[src/rtl/fetch_sequencer.sv]
// fetch_sequencer
//
// Program-counter controller for the processor front end. Owns the fetch
// address, applies redirects (branch restart, CALL, RET), keeps a hardware
// return-address stack, opens a fixed-length flush window after each redirect
// and halts the core on QUIT or on a RET with an empty stack.
//
// Ports:
//   clk              clock
//   rst              synchronous active-high reset
//   start_i          leave IDLE and begin fetching at address 0
//   stall_i          hold PC (back-pressure from fetch/decode)
//   restart_i        resolved taken redirect from branch logic
//   restart_addr_i   redirect target
//   op_valid_i       decode-stage opcode valid
//   op_i             decode-stage opcode (QUIT / CALL / RET recognised)
//   op_addr_i        address of the decoded instruction
//   call_target_i    CALL target address
//   pc_o             current fetch address
//   fetch_en_o       fetch request this cycle
//   flush_o          kill younger in-flight instructions
//   halted_o         core halted
//   ras_depth_o      return-address stack occupancy
//   ras_overflow_o   sticky: CALL while stack full
//   ras_underflow_o  sticky: RET while stack empty

module fetch_sequencer #(
    parameter int unsigned IA_WIDTH     = 12,
    parameter int unsigned RAS_DEPTH    = 8,
    parameter int unsigned FLUSH_CYCLES = 2
) (
    input  logic                         clk,
    input  logic                         rst,
    input  logic                         start_i,
    input  logic                         stall_i,
    input  logic                         restart_i,
    input  logic [IA_WIDTH-1:0]          restart_addr_i,
    input  logic                         op_valid_i,
    input  logic [6:0]                   op_i,
    input  logic [IA_WIDTH-1:0]          op_addr_i,
    input  logic [IA_WIDTH-1:0]          call_target_i,
    output logic [IA_WIDTH-1:0]          pc_o,
    output logic                         fetch_en_o,
    output logic                         flush_o,
    output logic                         halted_o,
    output logic [$clog2(RAS_DEPTH):0]   ras_depth_o,
    output logic                         ras_overflow_o,
    output logic                         ras_underflow_o
);

    localparam int unsigned PtrW   = $clog2(RAS_DEPTH);
    localparam int unsigned DepthW = PtrW + 1;
    localparam int unsigned CntW   = $clog2(FLUSH_CYCLES + 1);

    localparam logic [6:0] OpQuit = 7'b1111000;
    localparam logic [6:0] OpCall = 7'b1111011;
    localparam logic [6:0] OpRet  = 7'b1111100;

    localparam logic [DepthW-1:0] DepthFull  = DepthW'(RAS_DEPTH);
    localparam logic [CntW-1:0]   FlushLoad  = CntW'(FLUSH_CYCLES);
    localparam logic [CntW-1:0]   CntOne     = CntW'(1);

    typedef enum logic [1:0] {
        StIdle,
        StRun,
        StFlush,
        StHalt
    } state_e;

    state_e                state_q;
    logic [IA_WIDTH-1:0]   pc_q;
    logic [CntW-1:0]       cnt_q;
    logic [DepthW-1:0]     depth_q;
    logic [IA_WIDTH-1:0]   stack_q [RAS_DEPTH];
    logic                  overflow_q;
    logic                  underflow_q;

    // Decode-stage opcode classification
    logic is_call, is_ret, is_quit;
    assign is_call = op_valid_i && (op_i == OpCall);
    assign is_ret  = op_valid_i && (op_i == OpRet);
    assign is_quit = op_valid_i && (op_i == OpQuit);

    logic                  stack_full, stack_empty;
    logic [DepthW-1:0]     depth_inc, depth_dec;
    logic [PtrW-1:0]       push_idx, pop_idx;
    logic [IA_WIDTH-1:0]   ret_addr, pc_inc;

    assign stack_full  = (depth_q == DepthFull);
    assign stack_empty = (depth_q == '0);
    assign depth_inc   = depth_q + DepthW'(1);
    assign depth_dec   = depth_q - DepthW'(1);
    // Push index is only used when not full, so depth fits in PtrW bits.
    assign push_idx    = depth_q[PtrW-1:0];
    assign pop_idx     = depth_dec[PtrW-1:0];
    assign ret_addr    = op_addr_i + IA_WIDTH'(1);
    assign pc_inc      = pc_q + IA_WIDTH'(1);

    always_ff @(posedge clk) begin
        if (rst) begin
            state_q     <= StIdle;
            pc_q        <= '0;
            cnt_q       <= '0;
            depth_q     <= '0;
            overflow_q  <= 1'b0;
            underflow_q <= 1'b0;
        end else begin
            unique case (state_q)
                StIdle: begin
                    if (start_i) begin
                        state_q <= StRun;
                        pc_q    <= '0;
                    end
                end

                StRun: begin
                    if (restart_i) begin
                        // Any decode op in this cycle is younger than the branch: drop it.
                        pc_q    <= restart_addr_i;
                        cnt_q   <= FlushLoad;
                        state_q <= StFlush;
                    end else if (is_call) begin
                        if (stack_full) begin
                            overflow_q <= 1'b1;
                        end else begin
                            stack_q[push_idx] <= ret_addr;
                            depth_q           <= depth_inc;
                        end
                        pc_q    <= call_target_i;
                        cnt_q   <= FlushLoad;
                        state_q <= StFlush;
                    end else if (is_ret) begin
                        if (stack_empty) begin
                            // No valid return target: stop rather than fetch garbage.
                            underflow_q <= 1'b1;
                            state_q     <= StHalt;
                        end else begin
                            depth_q <= depth_dec;
                            pc_q    <= stack_q[pop_idx];
                            cnt_q   <= FlushLoad;
                            state_q <= StFlush;
                        end
                    end else if (is_quit) begin
                        state_q <= StHalt;
                    end else if (!stall_i) begin
                        pc_q <= pc_inc;
                    end
                end

                StFlush: begin
                    if (restart_i) begin
                        pc_q  <= restart_addr_i;
                        cnt_q <= FlushLoad;
                    end else begin
                        if (!stall_i) begin
                            pc_q <= pc_inc;
                        end
                        if (cnt_q != '0) begin
                            cnt_q <= cnt_q - CntOne;
                        end
                        // Leave as the counter reaches zero so flush_o spans exactly
                        // FLUSH_CYCLES cycles.
                        if (cnt_q <= CntOne) begin
                            state_q <= StRun;
                        end
                    end
                end

                StHalt: begin
                    // Frozen until reset.
                end

                default: begin
                    state_q <= StIdle;
                end
            endcase
        end
    end

    assign pc_o            = pc_q;
    assign fetch_en_o      = ((state_q == StRun) || (state_q == StFlush)) && !stall_i;
    assign flush_o         = (state_q == StFlush) && (cnt_q != '0);
    assign halted_o        = (state_q == StHalt);
    assign ras_depth_o     = depth_q;
    assign ras_overflow_o  = overflow_q;
    assign ras_underflow_o = underflow_q;

endmodule

[config.mk]
export PLATFORM = sky130hd
export DESIGN_NAME = fetch_sequencer
export DESIGN_NICKNAME = d
export VERILOG_FILES = /design/src/rtl/fetch_sequencer.sv
export SDC_FILE = /design/constraint.sdc
export NUM_CORES = 1
export LEC_CHECK = 0
export ABC_AREA = 1
export CAP_MARGIN = 5
export CORE_MARGIN = 3
export CORE_UTILIZATION = 30
export DETAILED_ROUTE_END_ITERATION = 10
export PLACE_DENSITY_LB_ADDON = 0.15
export REMOVE_ABC_BUFFERS = 1
export SLEW_MARGIN = 25
export SYNTH_ARGS = -nofsm -noshare
export SYNTH_HDL_FRONTEND = slang
export SYNTH_SLANG_ARGS = --single-unit
[constraint.sdc]
create_clock -name clk -period 3.16 [get_ports clk]
set_clock_uncertainty 0.2 [all_clocks]
set_input_delay 0.316 -clock clk [delete_from_list [all_inputs] [get_ports clk]]
set_output_delay 0.316 -clock clk [all_outputs]
set_load 0.1 [all_outputs]
==> results.sh, run 1 <==
export IMPL_grt_pass1_vias=4936
export IMPL_irDropWorstVdd_v=0.000334
export IMPL_multi_input_area_sq_um=2530
export IMPL_layout_nets=849
export IMPL_r2r_setup_slack_ps=690
export IMPL_timing_hold_worst_start="ras_underflow_o"
export IMPL_yosys_warnings=0
export IMPL_drt_iter0_markers=255
export IMPL_cellPowerDensity_nw_per_um2=561
export IMPL_worst_setup_path_type="flop to flop"
export IMPL_timing_rr_start="ras_depth_o[2]"
export IMPL_drc=0
export IMPL_relSlewSlack_pct=52.4
export IMPL_cp_end_kind="flop"
export IMPL_cts_root_buf="clkbuf_16"
export IMPL_cts_hold_buf=0
export IMPL_reg2reg_depth=8
export IMPL_tritoncts="built"
export IMPL_num_vias=5070
export IMPL_coreArea_sq_um=20400
export IMPL_antenna_cells=0
export IMPL_leakage_nw=3.16
export IMPL_start_kind="flop"
export IMPL_fin_crit_sh_pct=78.2
export IMPL_synth_seq_area_share_pct=53.1
export IMPL_clk_pin_slew_ps=60
export IMPL_finalMaxSlewViolations=0
export IMPL_rows=52
export IMPL_n_fill_cell=2015
export IMPL_final_cell_mix="213 x nand2_1, 100 x nand3_1, 96 x edfxtp_1"
export IMPL_synth_top_area_share_pct=46.0
export IMPL_ys_ff_latch=118
export IMPL_synth_enable_flop_cells=96
export IMPL_postSynthCellCount=708
export IMPL_yosys_top_cells_area="edfxtp_1 46%, nand2_1 13%, nand3_1 8.0%, dfxtp_1 7.0%, inv_1 3.2%"
export IMPL_routedWlPerCell_um=16.0
export IMPL_grt_pass1_wl_um=26800
export IMPL_die_area_sq_um=22600
export IMPL_ant_nets=0
export IMPL_grt_total_usage_pct=15.4
export IMPL_status="complete, no violations"
export IMPL_synth_top_area_cell="edfxtp_1"
export IMPL_layout_commonest_cell="nand2_1"
export IMPL_min_path_type="flop to flop"
export IMPL_critPathMaxFanout=12
export IMPL_rsz0062_at_grt="no"
export IMPL_die_w_um=150
export IMPL_layout_drive_gt1_share_pct=15.7
export IMPL_crit_arrival_ps=2370
export IMPL_grt_overflow=0
export IMPL_die_h_um=150
export IMPL_num_io_pins=70
export IMPL_cts_resized=0
export IMPL_hpwl_um=11900
export IMPL_cp_data_required_time_ps=3060
export IMPL_postCtsSetupBuffers=0
export IMPL_cts_num_sinks=118
export IMPL_whs_endpoint="ras_underflow_o"
export IMPL_ff_latch_area_sq_um=3320
export IMPL_fmax_mhz=405
export IMPL_io_buffers=69
export IMPL_cts_buffers=17
export IMPL_worst_skew_pair_late_latency_ps=410
export IMPL_drv_cap=0
export IMPL_cts_path_max_buffers=2
export IMPL_hold_path_depth=2
export IMPL_place_area_sq_um=7260
export IMPL_drt_total_wl_um=17100
export IMPL_whs_ps=254
export IMPL_grt_max_degree=55
export IMPL_netlist_area_sq_um=6260
export IMPL_area_delta_synth_final_pct=25.6
export IMPL_antenna_found_initial=0
export IMPL_setup_tns_ps=0
export IMPL_h_tree_depth=4
export IMPL_gp_congestion=0.832
export IMPL_ys_types=45
export IMPL_period_minus_slack_ps=2470
export IMPL_timing_rr_end="stack_q[6][11]"
export IMPL_worst_pin_slew_ps=711
export IMPL_vias_per_cell=4.73
export IMPL_synth_ff_type="edfxtp_1"
export IMPL_start_util_pct=30.7
export IMPL_hold_violations=0
export IMPL_post_synth_cell_area_avg_sq_um=8.84
export IMPL_post_route_cell_area_sq_um=7860
export IMPL_synthArstFlopShare_pct=0
export IMPL_drt_first_pass_iters=4
export IMPL_finalSetupViolations=0
==> how the worst max path moves through the flow <==
stage / depth (start not counted) / slack, ps / endpoint / from
after detailed placement: 8 / 310 / stack_q[4][10] / op_addr_i[0]
after floorplan: 8 / -1990 / stack_q[3][0] / ras_depth_o[0]
final: 8 / 690 / stack_q[6][11] / ras_depth_o[2]
after CTS: 8 / 670 / stack_q[6][0] / ras_depth_o[2]
after global routing: 8 / 520 / stack_q[0][0] / ras_depth_o[2]
after global placement: 7 / 340 / stack_q[6][11] / op_addr_i[2]
==> power breakdown <==
part / switching [mW] / internal [mW]
Clock: 0.727 / 1.24
Sequential: 0.0391 / 1.71
Combinational: 0.464 / 0.228
Total: 1.23 / 3.18
==> flip-flops by register name, summed over array words and instances, names as in the netlist <==
signal	flops
stack_q	96
ras_underflow_o	1
ras_overflow_o	1
state_q	2
cnt_q	2
ras_depth_o	4
pc_o	12
==> metrics by stage <==
| step | utilization [%] | power (mW) | worst slack [ps] | instances |
|---|---|---|---|---|
| 2_1_floorplan | - | 2.24 | -1990 | 676 |
| 3_3_place_gp | 35.6 | 2.47 | 336 | 1040 |
| 3_5_place_dp | 35.6 | 2.48 | 314 | 1040 |
| 4_1_cts | 38.6 | 4.45 | 675 | 1072 |
| 5_1_grt | 38.6 | 4.58 | 517 | 1072 |
| 6_report | 38.6 | 4.41 | 689 | 1072 |
==> synth_stat cells, types with 2 or more instances <==
library cell,count
edfxtp_1,96
o211ai_1,2
inv_2,7
nand3_1,100
xnor2_1,3
dfxtp_1,22
nor2_1,47
clkbuf_2,2
o21ai_0,15
nor2_4,3
nand2_2,3
a21oi_2,9
buf_4,7
o21ai_2,2
ha_1,11
o21bai_1,3
buf_2,11
or2_1,2
nor3_1,8
nand2_1,213
buf_6,6
o21ai_1,10
nand3_4,2
a31oi_1,4
nand4_1,6
a21oi_1,16
nor2_2,5
xor2_1,11
inv_1,54
nand3b_1,3
clkbuf_1,5
or2_2,6
nand3_2,2
==> cell families after synthesis <==
| logic type | after synthesis | share of synthesized area [%] |
|---|---|---|
| multiplexers | 1 | 0.160 |
| flip-flops | 118 | 53.1 |
| AND/OR/NAND/NOR | 406 | 29.4 |
| AO/OA/AOI/OAI | 64 | 6.18 |
| buffers and inverters | 94 | 7.03 |
| XOR/XNOR | 14 | 1.96 |
| adder cells (fa/ha/maj) | 11 | 2.20 |
==> layer usage <==
layer / vias up / global-route usage [%] / part of all wire (%)
li1: 2526 / - / -
met1: 2386 / 20.4 / 46
met2: 140 / 25.4 / 47
met3: 18 / 3.61 / 5.7
met4: 0 / 4.25 / 1.1
met5: - / 0 / 0
==> layout make-up <==
cell class | count | area share (%)
tap | 270 | 4.30
clock inverter | 15 | 2.28
inverter | 62 | 2.96
clock buffer | 17 | 5.41
sequential | 118 | 42.3
multi-input combinational | 496 | 32.1
timing repair buffer | 94 | 10.7
==> worst max-delay path: stages (launching register included) <==
cell and delay [ps]:
dfxtp_1 560, inv_2 140, nand2_1 190, nor2_1 80, nand3b_2 260, nor2_2 160
nand2_1 160, nor3_2 140, buf_4 250
(Power assumes the default switching activity.)
==> run 2, diff against run 1 <==
Clock period 3.16 ns to 2.5 ns, I/O delays scaled along.
==> results.sh, run 2 (synthesis results as in run 1) <==
export IMPL_status="complete, no violations"
export IMPL_relSlewSlack_pct=46.5
export IMPL_crit_buf_inv=2
export IMPL_dp_slack_ps=-186
export IMPL_cp_depth=9
export IMPL_p_int_mw=3.89
export IMPL_finalSetupViolations=0
export IMPL_crit_family="simple AND/OR/NAND/NOR gates"
export IMPL_cts_buffers=17
export IMPL_drt_total_wl_um=18100
export IMPL_dr_max_layer_used="met4"
export IMPL_grt_pass1_vias=4932
export IMPL_postCtsSetupBuffers=0
export IMPL_period_minus_slack_ps=2350
export IMPL_place_area_sq_um=7470
export IMPL_antenna_cells=0
export IMPL_drv_cap=0
export IMPL_vias_per_cell=4.65
export IMPL_reg2reg_depth=9
export IMPL_crit_arrival_ps=2260
export IMPL_h_tree_depth=4
export IMPL_die_area_sq_um=22600
export IMPL_routedWlPerCell_um=16.5
export IMPL_finalMaxSlewViolations=0
export IMPL_coreArea_sq_um=20400
export IMPL_rsz0062_at_grt="no"
export IMPL_slowest_delay_ps=340
export IMPL_layout_commonest_cell="nand2_1"
export IMPL_grt_total_usage_pct=16.4
export IMPL_whs_ps=259
export IMPL_irDropWorstVdd_v=0.000382
export IMPL_cp_common_cell="nand2_1"
export IMPL_ant_nets=0
export IMPL_drt_iter0_markers=310
export IMPL_switching_share_pct=29.5
export IMPL_largest_register="stack_q"
export IMPL_utilization_pct=39.5
export IMPL_min_path_type="flop to flop"
export IMPL_start_kind="flop"
export IMPL_grt_max_degree=55
export IMPL_cts_hold_buf=0
export IMPL_drc=0
export IMPL_layout_nets=870
export IMPL_cts_root_buf="clkbuf_16"
export IMPL_timing_rr_start="ras_depth_o[0]"
export IMPL_r2r_setup_slack_ps=150
export IMPL_start_util_pct=30.7
export IMPL_drt_first_pass_iters=5
export IMPL_setup_tns_ps=0
export IMPL_power_frac_clock_pct=42.9
export IMPL_critPathCapture="stack_q[5][3]"
export IMPL_area_delta_synth_final_pct=28.4
export IMPL_power_frac_seq_pct=40.2
export IMPL_leakage_nw=3.26
export IMPL_post_route_cell_area_sq_um=8040
export IMPL_num_io_pins=70
export IMPL_timing_rr_end="stack_q[5][3]"
export IMPL_worst_setup_path_type="flop to flop"
export IMPL_tritoncts="built"
export IMPL_power_frac_comb_pct=16.9
export IMPL_finalNonFillerCells=1093
export IMPL_layout_drive_gt1_share_pct=18.0
export IMPL_final_cell_mix="213 x nand2_1, 100 x nand3_1, 96 x edfxtp_1"
export IMPL_crit_start="ras_depth_o[0]"
export IMPL_num_vias=5081
export IMPL_hpwl_um=12800
export IMPL_cp_end_kind="flop"
export IMPL_met2_length_um=8420
export IMPL_wl_met1_um=8450
export IMPL_worst_pin_slew_ps=799
export IMPL_cts_resized=0
export IMPL_setup_ws_ps=151
export IMPL_cellPowerDensity_nw_per_um2=686
export IMPL_worst_skew_pair_late_latency_ps=410
export IMPL_grt_pass1_wl_um=27900
export IMPL_p_switching_mw=1.63
export IMPL_die_w_um=150
export IMPL_cp_data_required_time_ps=2410
export IMPL_fin_crit_sh_pct=94.0
export IMPL_dpl_cell_count=1061
export IMPL_met3_length_um=988
export IMPL_antenna_found_initial=0
export IMPL_grt_overflow=0
export IMPL_slowest_stage="dfxtp_1"
export IMPL_n_fill_cell=2031
export IMPL_rows=52
export IMPL_fmax_mhz=426
export IMPL_die_h_um=150
export IMPL_hold_violations=0
export IMPL_p_total_mw=5.52
export IMPL_largest_reg_flops=96
export IMPL_clk_pin_slew_ps=60
export IMPL_path_cells="inv_2 > ha_1 > nand2_1 > nor2_1 > nand3b_2 > nor2_2 > nand2_1 > nor3_2 > buf_4"
export IMPL_critPathMaxFanout=12
export IMPL_io_buffers=69
export IMPL_gp_congestion=0.853
export IMPL_cts_path_max_buffers=2
export IMPL_cts_num_sinks=118
run 2: routing by layer:
layer / vias up / track usage, %
met5: - / 0
met3: 15 / 3.79
met4: 0 / 3.84
met1: 2356 / 22.4
li1: 2563 / -
met2: 147 / 26.4
run 2: worst min path at each step:
| stage | start | slack, ps | to | cells past startpoint |
|---|---|---|---|---|
| 3_3_place_gp | ras_underflow_o | 240 | ras_underflow_o | 2 |
| 6_report | ras_underflow_o | 260 | ras_underflow_o | 2 |
| 2_1_floorplan | rst | 110 | pc_o[10] | 1 |
| 3_5_place_dp | ras_underflow_o | 250 | ras_underflow_o | 2 |
| 4_1_cts | ras_underflow_o | 260 | ras_underflow_o | 2 |
| 5_1_grt | ras_underflow_o | 280 | ras_underflow_o | 2 |
run 2: worst register-to-register path, stage by stage, from the launching register on:
cell,delay (ps)
dfxtp_1,340
inv_2,60
ha_1,220
nand2_1,170
nor2_1,100
nand3b_2,230
nor2_2,160
nand2_1,130
nor3_2,180
buf_4,250
run 2: power groups by stage:
stage          Sequential [mW]  Clock, mW  Combinational (mW)
6_report                  2.22       2.36               0.934
5_1_grt                   2.23       2.50                1.03
4_1_cts                   2.22       2.40               0.941
3_5_place_dp              2.26          0               0.936
3_3_place_gp              2.25          0               0.927
2_1_floorplan             2.37          0               0.469
run 2: layout make-up:
cell class / instances / area, sq um / area share (%)
clock buffer: 18 / 429 / 5.34
clock inverter: 14 / 144 / 1.79
inverter: 62 / 233 / 2.89
multi-input combinational: 496 / 2530 / 31.4
sequential: 118 / 3320 / 41.3
tap: 270 / 338 / 4.20
timing repair buffer: 115 / 1050 / 13.0
